<file path="config.mk">
export PLATFORM = sky130hd
export DESIGN_NAME = instruction_fetch
export DESIGN_NICKNAME = d
export VERILOG_FILES = /design/src/rtl/instruction_fetch_pkg.sv /design/src/rtl/instruction_fetch_if_id_reg.sv /design/src/rtl/instruction_fetch.sv
export SDC_FILE = /design/constraint.sdc
export NUM_CORES = 1
export LEC_CHECK = 0
export BUFFER_PORTS_ARGS = -buffer_cell sky130_fd_sc_hd__buf_4
export CAP_MARGIN = 20
export CELL_PAD_IN_SITES_DETAIL_PLACEMENT = 0
export CELL_PAD_IN_SITES_GLOBAL_PLACEMENT = 1
export CORE_MARGIN = 2
export CORE_UTILIZATION = 40
export DETAILED_ROUTE_END_ITERATION = 16
export PLACE_DENSITY = 0.8
export SLEW_MARGIN = 30
export SYNTH_ARGS = -nofsm -noshare
export SYNTH_HDL_FRONTEND = slang
export SYNTH_SLANG_ARGS = --single-unit
</file>
<file path="constraint.sdc">
create_clock -name clk -period 3.51 [get_ports clk]
set_input_delay 0.1755 -clock clk [delete_from_list [all_inputs] [get_ports clk]]
set_output_delay 0.1755 -clock clk [all_outputs]
set_load 0.01 [all_outputs]
</file>
<file path="src/rtl/instruction_fetch_pkg.sv">
// Shared fetch-interface definitions: fetch FSM encoding, NOP and default fetch parameters.
package instruction_fetch_pkg;

    localparam int unsigned IF_DATA_WIDTH = 32;
    localparam int unsigned IF_ADDR_WIDTH = 32;
    localparam int unsigned IF_INST_BYTES = 4;

    localparam logic [31:0] IF_RESET_PC = 32'h0000_0000;
    localparam logic [31:0] IF_NOP      = 32'h0000_0000;

    typedef enum logic [1:0] {
        S_IDLE = 2'd0,
        S_WAIT = 2'd1,
        S_HOLD = 2'd2
    } fetch_state_t;

endpackage

</file>
<file path="src/rtl/instruction_fetch_if_id_reg.sv">
// IF/ID pipeline register: hold beats bubble, bubble beats load.
module instruction_fetch_if_id_reg
    import instruction_fetch_pkg::*;
#(
    parameter int unsigned DATA_WIDTH = IF_DATA_WIDTH,
    parameter int unsigned ADDR_WIDTH = IF_ADDR_WIDTH
) (
    input  logic                  clk,
    input  logic                  rst_n,
    input  logic                  hold,
    input  logic                  flush,
    input  logic                  load,
    input  logic [DATA_WIDTH-1:0] inst,
    input  logic [ADDR_WIDTH-1:0] pc,
    input  logic [ADDR_WIDTH-1:0] pc_next,
    output logic                  id_valid,
    output logic [DATA_WIDTH-1:0] id_inst,
    output logic [ADDR_WIDTH-1:0] id_pc,
    output logic [ADDR_WIDTH-1:0] id_pc_next
);

    // Bubbles clear valid and force a NOP; the PC fields keep their last value.
    always_ff @(posedge clk or negedge rst_n) begin
        if (!rst_n) begin
            id_valid   <= 1'b0;
            id_inst    <= '0;
            id_pc      <= '0;
            id_pc_next <= '0;
        end else if (hold) begin
            id_valid   <= id_valid;
        end else if (flush || !load) begin
            id_valid   <= 1'b0;
            id_inst    <= DATA_WIDTH'(IF_NOP);
        end else begin
            id_valid   <= 1'b1;
            id_inst    <= inst;
            id_pc      <= pc;
            id_pc_next <= pc_next;
        end
    end

endmodule

</file>
<file path="src/rtl/instruction_fetch.sv">
// IF stage: PC, single-outstanding imem handshake, redirect/discard handling and IF/ID register.
module instruction_fetch
    import instruction_fetch_pkg::*;
#(
    parameter int unsigned           DATA_WIDTH = IF_DATA_WIDTH,
    parameter int unsigned           ADDR_WIDTH = IF_ADDR_WIDTH,
    parameter logic [ADDR_WIDTH-1:0] RESET_PC   = ADDR_WIDTH'(IF_RESET_PC),
    parameter int unsigned           INST_BYTES = IF_INST_BYTES
) (
    input  logic                  clk,
    input  logic                  rst_n,
    input  logic                  enable,
    input  logic                  fetch_stall,
    input  logic                  fetch_flush,
    input  logic                  decode_stall,
    input  logic                  fetch_branch,
    input  logic [ADDR_WIDTH-1:0] fetch_branch_target,
    output logic                  fetch_done,
    output logic                  imem_req,
    output logic [ADDR_WIDTH-1:0] imem_addr,
    input  logic                  imem_gnt,
    input  logic                  imem_rvalid,
    input  logic [DATA_WIDTH-1:0] imem_rdata,
    output logic                  id_valid,
    output logic [DATA_WIDTH-1:0] id_inst,
    output logic [ADDR_WIDTH-1:0] id_pc,
    output logic [ADDR_WIDTH-1:0] id_pc_next
);

    localparam logic [ADDR_WIDTH-1:0] PC_INC = ADDR_WIDTH'(INST_BYTES);

    fetch_state_t          state;
    logic [ADDR_WIDTH-1:0] pc;
    logic                  discard;
    logic [DATA_WIDTH-1:0] buf_inst;

    logic                  consume_c;
    logic [DATA_WIDTH-1:0] inst_c;
    logic [ADDR_WIDTH-1:0] pc_inc_c;

    // Handshake outputs and consume decode; rvalid bypasses straight to fetch_done.
    always_comb begin
        imem_req   = rst_n && enable && (state == S_IDLE);
        imem_addr  = (rst_n && fetch_branch) ? fetch_branch_target : pc;
        fetch_done = rst_n && enable &&
                     ((state == S_HOLD) ||
                      ((state == S_WAIT) && imem_rvalid && !discard));
        consume_c  = fetch_done && !fetch_stall && !fetch_flush && !fetch_branch;
        inst_c     = (state == S_HOLD) ? buf_inst : imem_rdata;
        pc_inc_c   = pc + PC_INC;
    end

    // Fetch FSM, PC and stale-response tracking; a redirect always wins over consume.
    always_ff @(posedge clk or negedge rst_n) begin
        if (!rst_n) begin
            state    <= S_IDLE;
            pc       <= RESET_PC;
            discard  <= 1'b0;
            buf_inst <= '0;
        end else begin
            unique case (state)
                S_IDLE: begin
                    if (imem_req && imem_gnt) begin
                        state <= S_WAIT;
                    end
                end
                S_WAIT: begin
                    if (imem_rvalid) begin
                        discard <= 1'b0;
                        if (discard || fetch_branch || consume_c) begin
                            state <= S_IDLE;
                        end else begin
                            buf_inst <= imem_rdata;
                            state    <= S_HOLD;
                        end
                    end else if (fetch_branch) begin
                        discard <= 1'b1;
                    end
                end
                S_HOLD: begin
                    if (fetch_branch || consume_c) begin
                        state <= S_IDLE;
                    end
                end
                default: begin
                    state <= S_IDLE;
                end
            endcase

            if (fetch_branch) begin
                pc <= fetch_branch_target;
            end else if (consume_c) begin
                pc <= pc_inc_c;
            end
        end
    end

    instruction_fetch_if_id_reg #(
        .DATA_WIDTH (DATA_WIDTH),
        .ADDR_WIDTH (ADDR_WIDTH)
    ) u_if_id_reg (
        .clk        (clk),
        .rst_n      (rst_n),
        .hold       (decode_stall),
        .flush      (fetch_flush),
        .load       (consume_c),
        .inst       (inst_c),
        .pc         (pc),
        .pc_next    (pc_inc_c),
        .id_valid   (id_valid),
        .id_inst    (id_inst),
        .id_pc      (id_pc),
        .id_pc_next (id_pc_next)
    );

endmodule

</file>
Word level (Yosys, flattened, before mapping). Cells that the tools add are included.

Bits in registers: 164. Bits of input ports: 73. Output and inout bits: 131. Word-level logic and storage cells: 57.

$add $sub $neg: 1. Eq/ne operators: 5. Multiplexer cells: 13. Bitwise operators: 3. Reductions and logical operators: 27.

Operators with widths (count): $mux 32 (5); $add 32x3->32 const B (1); $logic_and 1x1->1 (10); $mux 2 (4); $pmux 2 s3 (1); $reduce_and 3->1 (2); $logic_not 1->1 (5); $logic_or 1x1->1 (5); $ne 2x1->1 const B (2); $reduce_and 2->1 (2); $reduce_bool 2->1 (2); $mux 1 (3); $not 1->1 (3); $eq 2x1->1 const B (1); $eq 2x2->1 const B (1); $logic_not 2->1 (1); $ne 2x2->1 const B (1).

Depth between registers and ports, before layout.
Depth after elaboration: 12. Gate-level depth with buffers: 8. Mapped depth without buffers: 6.

Modules after synthesis. From an unflattened synthesis, not the netlist that was laid out.

Cell total of the unflattened synthesis: 787. Area, all modules: 8309.2 µm².

Modules (own cells, without submodules): instruction_fetch (instances 1, cells an instance 510, area each 4541.9 µm², sequential area each 1676.6 µm²); instruction_fetch_if_id_reg (instances 1, cells an instance 277, area each 3767.4 µm², sequential area each 2427.3 µm²).

Least setup slack after synthesis. No wires, ideal clock.

Path type: reg-to-reg. From: reg pc[2]. To: reg pc[28]. Setup time: 0.124 ns. Arrival time: 2.018 ns. Required time: 3.386 ns. Path slack: 1.368 ns. Stages on the path, launching flop included: 7. Buffers on the path: 0. Clock period less this slack: 2.142 ns. Cell sequence: dfrtp_1 -> ha_1 -> nand4_1 -> or3_4 -> nor4_1 -> a21boi_0 -> o31a_1.

Longest elaborated chain between the ends: 3.

RTL lines: from (decl) (line instruction_fetch.sv:33) `logic [ADDR_WIDTH-1:0] pc;`; from (signal assigned) (line instruction_fetch.sv:91) `pc <= fetch_branch_target;`; from (signal assigned) (line instruction_fetch.sv:93) `pc <= pc_inc_c;`; $add 32x3->32 (line instruction_fetch.sv:50) `pc_inc_c = pc + PC_INC;`; $mux 32 (line instruction_fetch.sv:92) `end else if (consume_c) begin`; $mux 32 (line instruction_fetch.sv:90) `if (fetch_branch) begin`.

No other way between the ends. The select of a mux whose other input is x is not followed. A chain may end at the register's enable or synchronous reset.

Worst setup path in the final report. Same ends and word-level chain as after synthesis.

==> run summary <==
Outcome = complete, no violations
RSZ-0062 raised after global routing = no
Starting density of the core = 40.54%
Drc violations = 0
Compound-cell area share of the yosys netlist = 6.816%
Yosys warns = 0
Distinct cells, synth = 44
Skew-Pair Late Insertion Delay = 0.43 ns
Ports = 204
Final wirelength = 20130 µm
Max Cap Violations = 0
CP required = 3.83 ns
CP Launch Type = flop
Starting DRT DRC Count = 287
First-pass GRT wire length = 31870 µm
DR vias = 6036
Pre-CTS setup slack = 0.9542 ns
Layout Skew = 0.01000 ns
Slew margin rel. = 38.90%
Die Span Y = 144.0 µm
Dpl hpwl = 13140 µm
Cells after Synth = 709
Worst Setup Slack, final = 0.9025 ns
Post-Layout Inst Area = 10730 µm²
Synth Area in Simple Gates = 13.46%
Number of H-tree levels = 4
Seq cells post-synth = 162
Die Width = 144.0 µm
HP Class = in2reg
Overall Global Routing Usage = 19.85%
Share of cells above drive strength 1 = 38.27%
Vias in the first global route = 5902
Fin. Hold Viols = 0
Clock sink total = 162
Final Slew Violations = 0
Filler cells = 1732
Worst Setup End Kind = flop
Inserted Diodes = 0
Main combinational cell family by area after synthesis = multiplexers
Syn_area_per_cell = 11.06 µm²
R2R depth = 6
Metal-1 WL = 9276 µm
Antenna Nets Post-Route = 0
Peak supply drop = 364.6 µV
GP Congestion = 0.7829
Post_cts resized = 0
Vias/cell = 4.931
Max Clk Rate = 0.3835 GHz
Core Util, Final = 55.50%
Die area = 20730 µm²
Fin crit share = 74.29%
Final std cells w/o fill = 1224
Min cycle time layout = 2.607 ns
Final setup fails = 0
Placed insts = 1129
Top layer in use = met4
Pwr per Cell Area = 458.9 nW/µm²
Path type of the worst setup path = reg2reg
Post-Synth Adder-Cell Area = 0.1596%
Drt wl/cell = 16.44 µm
CP max FO = 12
Multiplexer share of the synthesized area = 18.15%
Initial antenna violation count = 0
Synth Area in XOR/XNOR = 6.034%
CTS Root Cell = clkbuf_16
Placement Rows = 51
Setup TNS = 0 ns
GRT overflow = 0
CTS tree = done
Num CTS Buffers = 17
Post-DP Area = 9529 µm²
Layout overhead on the synthesized area = 36.89%
Maximum root-to-sink buffer count = 2
Met2 Wirelength = 9318 µm
Worst Hold Depth = 3
Drt pass-1 iters = 4
Worst-path clk slew = 0.07 ns
Synthesized Nets = 783
Buffers on Ports = 203
Final nets = 1020
Core footprint = 19330 µm²
Slew @ Worst Pin = 0.9132 ns
Sequential-to-total area share from yosys stat = 51.72%
Mapped cell area = 7839 µm²
Leakage = 0.005083 µW
Met3 WL = 1281 µm
Largest net degree at the start of global routing = 141
CP Data Arrival Time = 2.92 ns
path summary, 6_finish.rpt:
| kind | end | from | slack, ns |
|---|---|---|---|
| worst max-delay path | pc[28] | pc[2] | 0.90 |
| worst min-delay path | pc[30] | fetch_branch_target[30] | 0.07 |
| worst max register to register | pc[28] | pc[2] | 0.90 |
| worst min register to register | u_if_id_reg.id_pc_next[4] | u_if_id_reg.id_pc_next[4] | 0.48 |
| max in group asynchronous | buf_inst[28] | rst_n | 2.28 |
| min in group asynchronous | discard | rst_n | 0.22 |
flip-flops by register name, indices dropped and copies added, names as in the netlist:
signal,count
discard,1
u_if_id_reg.id_inst,32
state,2
u_if_id_reg.id_pc,30
pc,32
u_if_id_reg.id_valid,1
u_if_id_reg.id_pc_next,32
buf_inst,32
final cells by class:
cell class,count,area [µm²],area share [%]
clock buffer,18,439.2,4.093
timing repair buffer,274,2231,20.79
inverter,3,11.26,0.1049
sequential,162,4054,37.78
clock inverter,14,131.4,1.224
tap,265,331.6,3.090
multi-input combinational,488,3532,32.92
worst max-delay path, cell delays in order (launching register included):
cell      delay [ns]
dfrtp_1         0.48
ha_1            0.32
nand4_1         0.23
or3_4           0.52
nor4_1          0.46
a21boi_0        0.17
o31a_1          0.31
through the flow:
step	hold WS (ns)	power, µW
global placement	0.06805	3069
detailed placement	0.07029	3090
floorplan	-0.1201	2749
CTS	0.04725	4973
finish	0.07180	4924
global route	0.07077	5149
synthesized netlist by cell type, drive strengths merged:
cell / count / share of area (%)
nor4b: 1 / 0.19
nor3b: 2 / 0.19
and4bb: 2 / 0.32
xor2: 18 / 2.0
and4: 3 / 0.34
mux2: 97 / 14
o31a: 2 / 0.22
o21a: 1 / 0.096
nor2: 15 / 0.72
a21oi: 3 / 0.19
nand4bb: 1 / 0.14
ha: 1 / 0.16
o21ai: 94 / 6.0
nor4: 16 / 2.1
a211o: 1 / 0.11
nor3: 13 / 1.2
clkbuf: 25 / 1.2
or4: 1 / 0.14
nand4: 7 / 0.56
dfrtp: 162 / 52
mux2i: 33 / 4.2
xnor2: 36 / 4.0
nand3: 16 / 1.3
o211ai: 1 / 0.096
and3: 2 / 0.16
nand2: 114 / 5.5
buf: 31 / 2.3
inv: 3 / 0.14
a21boi: 1 / 0.096
nor2b: 2 / 0.16
or3: 2 / 0.22
nand2b: 3 / 0.24
what timing repair did:
item,4_1_cts,5_1_grt
buffers inserted,0,0
hold endpoints to repair,85,0
hold buffers,63,0
routing by layer:
layer,vias up,track usage (%)
li1,2926,-
met1,2913,26.42
met2,177,31.90
met3,20,5.762
met4,0,5.212
met5,-,0
cells by family after synthesis:
logic type | Yosys count
adder cells (fa/ha/maj) | 1
XOR/XNOR | 54
AO/OA/AOI/OAI | 103
buffers and inverters | 59
flip-flops | 162
AND/OR/NAND/NOR | 200
multiplexers | 130
report_power, final:
group / leakage [µW] / switching, µW / internal (µW) / total (µW)
combinational: 0.00267 / 325 / 479 / 805
clock: 0.000275 / 814 / 1000 / 1820
sequential: 0.00214 / 175 / 2130 / 2300
total: 0.00508 / 1310 / 3610 / 4920
placed cells by master, fill, tap and decap left out, types with 6 or more instances in the layout:
cell             n
mux2_2          97
nor3_2           6
dfrtp_1        162
o21ai_1         15
xor2_1          18
nand2_1        112
dlygate4sd3_1   63
mux2i_1         33
clkbuf_16       17
nor4_1           9
nand4_1          7
nand3_1         13
nor2_1          15
xnor2_1         36
o21ai_0         78
nor3_1           7
buf_4          209
(Power assumes the default switching activity.)
